## config.mk

```make
export PLATFORM = sky130hd
export DESIGN_NAME = ram_arbiter
export DESIGN_NICKNAME = d
export VERILOG_FILES = /design/src/rtl/ram_arb_pkg.sv /design/src/rtl/ram_arbiter_dl_wbuf.sv /design/src/rtl/ram_arbiter.sv
export SDC_FILE = /design/constraint.sdc
export NUM_CORES = 1
export LEC_CHECK = 0
export ABC_CLOCK_PERIOD_IN_PS = 3000
export BUFFER_PORTS_ARGS = -buffer_cell sky130_fd_sc_hd__buf_4
export CORE_MARGIN = 2
export CORE_UTILIZATION = 50
export DETAILED_ROUTE_END_ITERATION = 8
export PLACE_DENSITY = 0.9
export SLEW_MARGIN = 10
export SYNTH_ARGS = -nofsm -noshare
export SYNTH_HDL_FRONTEND = slang
export SYNTH_HIERARCHICAL = 1
export SYNTH_SLANG_ARGS = --single-unit
```

## constraint.sdc

```tcl
create_clock -name clk_sys -period 3 [get_ports clk_sys]
set_input_delay 0.45 -clock clk_sys [delete_from_list [all_inputs] [get_ports clk_sys]]
set_output_delay 0.45 -clock clk_sys [all_outputs]
set_load 0.01 [all_outputs]
```

## src/rtl/ram_arb_pkg.sv

```systemverilog
// Shared widths and FSM encoding for the download/CPU SDRAM arbiter.
package ram_arb_pkg;
  localparam int ADDR_W = 25;
  localparam int DATA_W = 16;

  typedef enum logic [1:0] {
    ST_IDLE    = 2'd0,
    ST_DL_WR   = 2'd1,
    ST_CPU_ACC = 2'd2,
    ST_DRAIN   = 2'd3
  } arb_state_e;
endpackage

```

## src/rtl/ram_arbiter_dl_wbuf.sv

```systemverilog
// One-entry holding register for a download write waiting for the memory port.
module dl_wbuf
  import ram_arb_pkg::*;
(
  input  logic              clk,
  input  logic              rst,
  input  logic              capture_i,
  input  logic              release_i,
  input  logic [ADDR_W-1:0] addr_i,
  input  logic [DATA_W-1:0] data_i,
  output logic              full_o,
  output logic [ADDR_W-1:0] addr_o,
  output logic [DATA_W-1:0] data_o
);
  logic              full_q, full_d;
  logic [ADDR_W-1:0] addr_q;
  logic [DATA_W-1:0] data_q;

  // Capture wins over release so a freed slot can be refilled in the same cycle.
  always_comb begin
    full_d = full_q;
    if (capture_i)      full_d = 1'b1;
    else if (release_i) full_d = 1'b0;
  end

  always_ff @(posedge clk or posedge rst) begin
    if (rst) begin
      full_q <= 1'b0;
      addr_q <= '0;
      data_q <= '0;
    end else begin
      full_q <= full_d;
      if (capture_i) begin
        addr_q <= addr_i;
        data_q <= data_i;
      end
    end
  end

  assign full_o = full_q;
  assign addr_o = addr_q;
  assign data_o = data_q;
endmodule

```

## src/rtl/ram_arbiter.sv

```systemverilog
// Shares one SDRAM command port between the hps_io ROM loader and the CPU;
// the loader has priority and the CPU is stalled for the whole download.
module ram_arbiter
  import ram_arb_pkg::*;
#(
  parameter logic [ADDR_W-1:0] BIOS_BASE    = 25'h0000000,
  parameter logic [5:0]        DL_INDEX_MAX = 6'h01
) (
  input  logic              clk_sys,
  input  logic              reset,
  input  logic              ioctl_download,
  input  logic [7:0]        ioctl_index,
  input  logic              ioctl_wr,
  input  logic [ADDR_W-1:0] ioctl_addr,
  input  logic [DATA_W-1:0] ioctl_dout,
  output logic              ioctl_wait,
  input  logic              cpu_req,
  input  logic              cpu_we,
  input  logic [ADDR_W-1:0] cpu_addr,
  input  logic [DATA_W-1:0] cpu_wdata,
  input  logic [1:0]        cpu_be,
  output logic              cpu_ack,
  output logic [DATA_W-1:0] cpu_rdata,
  output logic              mem_req,
  output logic              mem_we,
  output logic [ADDR_W-1:0] mem_addr,
  output logic [DATA_W-1:0] mem_wdata,
  output logic [1:0]        mem_be,
  input  logic              mem_ack,
  input  logic [DATA_W-1:0] mem_rdata,
  output logic              dl_active,
  output logic              dl_done,
  output logic [23:0]       dl_words,
  output logic              dl_ovf
);
  arb_state_e        state_q;
  logic              mem_req_q, mem_we_q;
  logic [ADDR_W-1:0] mem_addr_q;
  logic [DATA_W-1:0] mem_wdata_q;
  logic [1:0]        mem_be_q;
  logic              dl_valid, dl_valid_q, dl_rise, dl_fall;
  logic              dl_active_q, dl_done_q, dl_ovf_q;
  logic [23:0]       dl_words_q, dl_words_d;
  logic [DATA_W-1:0] cpu_rdata_q;
  logic              buf_full, buf_capture, buf_release;
  logic [ADDR_W-1:0] buf_addr, buf_addr_in;
  logic [DATA_W-1:0] buf_data;
  logic              idx_unused;

  assign idx_unused  = &{1'b0, ioctl_index[7:6]};
  assign dl_valid    = ioctl_download & (ioctl_index[5:0] <= DL_INDEX_MAX);
  assign dl_rise     = dl_valid & ~dl_valid_q;
  assign dl_fall     = dl_active_q & ~dl_valid & ~buf_full & (state_q == ST_IDLE);
  assign buf_release = (state_q == ST_DL_WR) & mem_ack;
  assign buf_capture = ioctl_wr & dl_valid & (~buf_full | buf_release);
  assign buf_addr_in = ioctl_addr + BIOS_BASE;

  dl_wbuf u_wbuf (
    .clk       (clk_sys),
    .rst       (reset),
    .capture_i (buf_capture),
    .release_i (buf_release),
    .addr_i    (buf_addr_in),
    .data_i    (ioctl_dout),
    .full_o    (buf_full),
    .addr_o    (buf_addr),
    .data_o    (buf_data)
  );

  always_ff @(posedge clk_sys or posedge reset) begin
    if (reset) begin
      state_q     <= ST_IDLE;
      mem_req_q   <= 1'b0;
      mem_we_q    <= 1'b0;
      mem_addr_q  <= '0;
      mem_wdata_q <= '0;
      mem_be_q    <= '0;
    end else begin
      case (state_q)
        ST_IDLE: begin
          if (buf_full) begin
            state_q     <= ST_DL_WR;
            mem_req_q   <= 1'b1;
            mem_we_q    <= 1'b1;
            mem_be_q    <= 2'b11;
            mem_addr_q  <= buf_addr;
            mem_wdata_q <= buf_data;
          end else if (cpu_req && !dl_active_q) begin
            state_q     <= ST_CPU_ACC;
            mem_req_q   <= 1'b1;
            mem_we_q    <= cpu_we;
            mem_be_q    <= cpu_be;
            mem_addr_q  <= cpu_addr;
            mem_wdata_q <= cpu_wdata;
          end
        end
        ST_DL_WR, ST_CPU_ACC: begin
          if (mem_ack) begin
            state_q   <= ST_IDLE;
            mem_req_q <= 1'b0;
          end
        end
        default: begin
          state_q   <= ST_IDLE;
          mem_req_q <= 1'b0;
        end
      endcase
    end
  end

  always_comb begin
    dl_words_d = dl_words_q;
    if (dl_rise)                                  dl_words_d = '0;
    else if (buf_release && dl_words_q != '1)     dl_words_d = dl_words_q + 24'd1;
  end

  always_ff @(posedge clk_sys or posedge reset) begin
    if (reset) begin
      dl_valid_q  <= 1'b0;
      dl_active_q <= 1'b0;
      dl_done_q   <= 1'b0;
      dl_ovf_q    <= 1'b0;
      dl_words_q  <= '0;
      cpu_rdata_q <= '0;
    end else begin
      dl_valid_q <= dl_valid;
      dl_done_q  <= dl_fall;
      dl_words_q <= dl_words_d;
      if (dl_rise)      dl_active_q <= 1'b1;
      else if (dl_fall) dl_active_q <= 1'b0;
      if (ioctl_wr && dl_valid && buf_full && !buf_release) dl_ovf_q <= 1'b1;
      if (cpu_ack) cpu_rdata_q <= mem_rdata;
    end
  end

  // Read data bypasses the holding register in the ack cycle so it is valid with cpu_ack.
  assign cpu_ack    = (state_q == ST_CPU_ACC) & mem_ack;
  assign cpu_rdata  = cpu_ack ? mem_rdata : cpu_rdata_q;
  assign ioctl_wait = ~reset & (buf_full | (ioctl_wr & dl_valid));

  assign mem_req   = mem_req_q;
  assign mem_we    = mem_we_q;
  assign mem_addr  = mem_addr_q;
  assign mem_wdata = mem_wdata_q;
  assign mem_be    = mem_be_q;
  assign dl_active = dl_active_q;
  assign dl_done   = dl_done_q;
  assign dl_words  = dl_words_q;
  assign dl_ovf    = dl_ovf_q;
endmodule

```

==> metrics <==
status=completed; overall routing resource usage=0.243; final wirelength=approximately 15 mm; WL/cell=~18 um; CP Capture Type=primary output; Max IR drop VDD=roughly 0.48 mV; yosys warns=6; worst-path maximum fanout=17; Area Overhead vs Synth=35.9%; max_cap viols=0; register area=0.00333 mm2; ant diodes=0; Hold Fails Final Rpt=0; clock buffer depth=2; Tcrit/Tclk final=0.874; DRC errors left=0; TritonCTS Buffers=17; GPL Wtd Cong=~0.87; aggregate global routing overflow=0; die area=roughly 0.013 mm2; Filler cells=852; mapped cell area=slightly above 0.006 mm2; Async SR Flop Fraction=1.00; ys flop type=dfrtp_1; DPL Wire Length=10.9 mm; # IOs=roughly 210; static leakage=slightly below 4 nW; detailed-route via count=between 4000 and 5000; Inst Count DP=828; DR vias/cell=around 5.5; Synth Net Count=around 600; vias in the first global route=4866; core area=approximately 0.012 mm2; setup tns final=0 ns; Yosys cell types=between 40 and 50; Core Rows=40; Peak Freq=0.382 GHz; Clock Latency Late Sink=about 0.42 ns; post-synthesis cell count=499; initial DRC count=around 390; antenna violations before repair=0; Synth Register Bits=133; largest net degree at the start of global routing=83; number of synthesized flops with an enable pin=0; most area-consuming cells after synthesis=dfrtp_1 55%, mux2_4 9.7%, mux2i_1 6.8%; Initial Util=0.507; CP Class=flip-flop to primary output; Pwr Density=approximately 820 mW/mm2; Slew Limit Fails=0; Worst Path Arrival=between 2 and 2.5 ns; top cell type's share of synthesized area=0.551; Synth Area per Inst=between 10 and 15 um2; Routed Antenna Nets=0; Clk pin slew, worst setup/hold paths=approximately 0.050 ns; layout cells sized above 1=0.423; PortBufs=about 200; Hold Path Class=input port to flip-flop; die width=between 100 and 150 um; Worst-Margin Slew=about 0.94 ns; Multi-input gate area=about 0.0025 mm2; Finished Layout Cells=roughly 860; fin crit period=around 2.6 ns; Worst Path Required=approximately 2.6 ns; CTS tree=yes; Critical Path Source Type=flip-flop; final setup fails=0; RSZ-0062 raised after global routing=no; sequential element share of the synthesized area=0.551; Util after Layout=0.689; post-synth top area cell=dfrtp_1; cts repair resizes=0; # clock sinks=~130; drt pass-1 iters=4; Root Buffer=clkbuf_16; relative slew slack=0.372; H-Tree Level Count=4; Nets=820; first-pass GRT wire length=about 24 mm; die height=114 um; Clock Skews=a little under 0.009 ns
==> cells in the mapped netlist (7+ instances only) <==
| cell type | n |
|---|---|
| clkbuf_1 | 12 |
| mux2_4 | 39 |
| o21ai_0 | 33 |
| o21ai_1 | 16 |
| dfrtp_1 | 133 |
| inv_1 | 14 |
| nand2_1 | 54 |
| mux2i_1 | 41 |
| mux2_2 | 18 |
| a21oi_1 | 17 |
| nand3_1 | 8 |
| xnor2_1 | 17 |
| nand4_1 | 7 |
| nor2_1 | 25 |
==> metal layers <==
metal,global-route usage,vias to the layer above,share of wire
met3,0.0797,29,0.074
met2,0.410,201,0.50
met5,0,-,0
met1,0.287,2331,0.40
met4,0.0976,0,0.020
li1,-,2149,-
==> final timing paths <==
kind,from,end,slack [ns],depth (start not counted)
max,state_q[0],cpu_rdata[10],0.38,5
min,ioctl_dout[11],u_wbuf/data_o[11],0.26,2
max reg2reg,dl_words[9],dl_words[23],0.87,5
min reg2reg,mem_addr[6],mem_addr[6],0.48,2
max in group asynchronous,reset,u_wbuf/full_o,1.50,3
min in group asynchronous,reset,mem_wdata[5],0.56,3
==> power by group <==
part | internal (W) | leakage [nW] | switching [W]
Clock | 0.00119 | 0.267 | 0.000704
Combinational | 0.00114 | 1.99 | 0.00107
Sequential | 0.00232 | 1.72 | 0.000339
==> cell type report <==
class,instances,area share
Multi-Input combinational cell,326,0.306
Clock buffer,25,0.0592
Inverter,15,0.00702
Timing Repair Buffer,208,0.194
Sequential cell,133,0.406
Clock inverter,5,0.00610
Tap cell,147,0.0224
==> repair_timing <==
action	4_1_cts	5_1_grt
endpoints found under the hold margin	11	0
hold buffers	1	0
buffers inserted	0	0
==> registers in the layout, summed over array words and instances, names as in the netlist <==
signal         cells
mem_we             1
mem_addr          25
mem_wdata         16
dl_ovf             1
dl_active          1
u_wbuf/addr_o     25
dl_valid_q         1
u_wbuf/data_o     16
cpu_rdata_q       16
dl_done            1
mem_req            1
state_q            2
mem_be             2
u_wbuf/full_o      1
dl_words          24
==> per-stage QoR <==
step	total power [W]	instance area [um2]	hold slack [ns]	setup WS, ns
finish	0.00676	8200	0.264	0.379
global route	0.00713	8200	0.248	0.277
CTS	0.00683	8200	0.245	0.350
detailed placement	0.00491	7660	0.433	0.388
global placement	0.00475	7660	0.422	0.466
floorplan	0.00378	6040	0.470	0.186
==> worst max-delay path: stages (launching register included) <==
cell     delay, ns
dfrtp_1       0.38
inv_1         0.08
ha_1          0.20
nand2_1       0.51
mux2_2        0.43
buf_4         0.16
==> cell families (layout without fill, tap and decap cells) <==
group           Yosys count  after routing  share of synthesized area
fa+ha+maj                 4              4                    0.00829
mux                      98             98                      0.199
simple gates            124            124                      0.100
xor+xnor                 17             17                     0.0247
flops                   133            133                      0.551
compound gates           83             83                     0.0792
buf+inv                  40            253                     0.0377
==> placed cells by master (no fill, tap or decap), types with 4 or more instances in the layout <==
cell,synthesis,layout
ha_1,4,4
inv_1,14,12
clkbuf_1,12,5
nor2_1,25,25
dfrtp_1,133,132
buf_4,0,205
xnor2_1,17,17
o21ai_1,16,15
and4_1,4,4
nand4_1,7,7
or3_1,4,4
mux2_4,39,39
nand3_1,8,8
a21oi_1,17,16
mux2_2,18,18
nand2_1,54,54
o21ai_0,33,33
clkbuf_16,0,17
clkinv_2,0,5
mux2i_1,41,41
and2_1,4,4
Note: power is estimated with default switching activity, not from simulation.
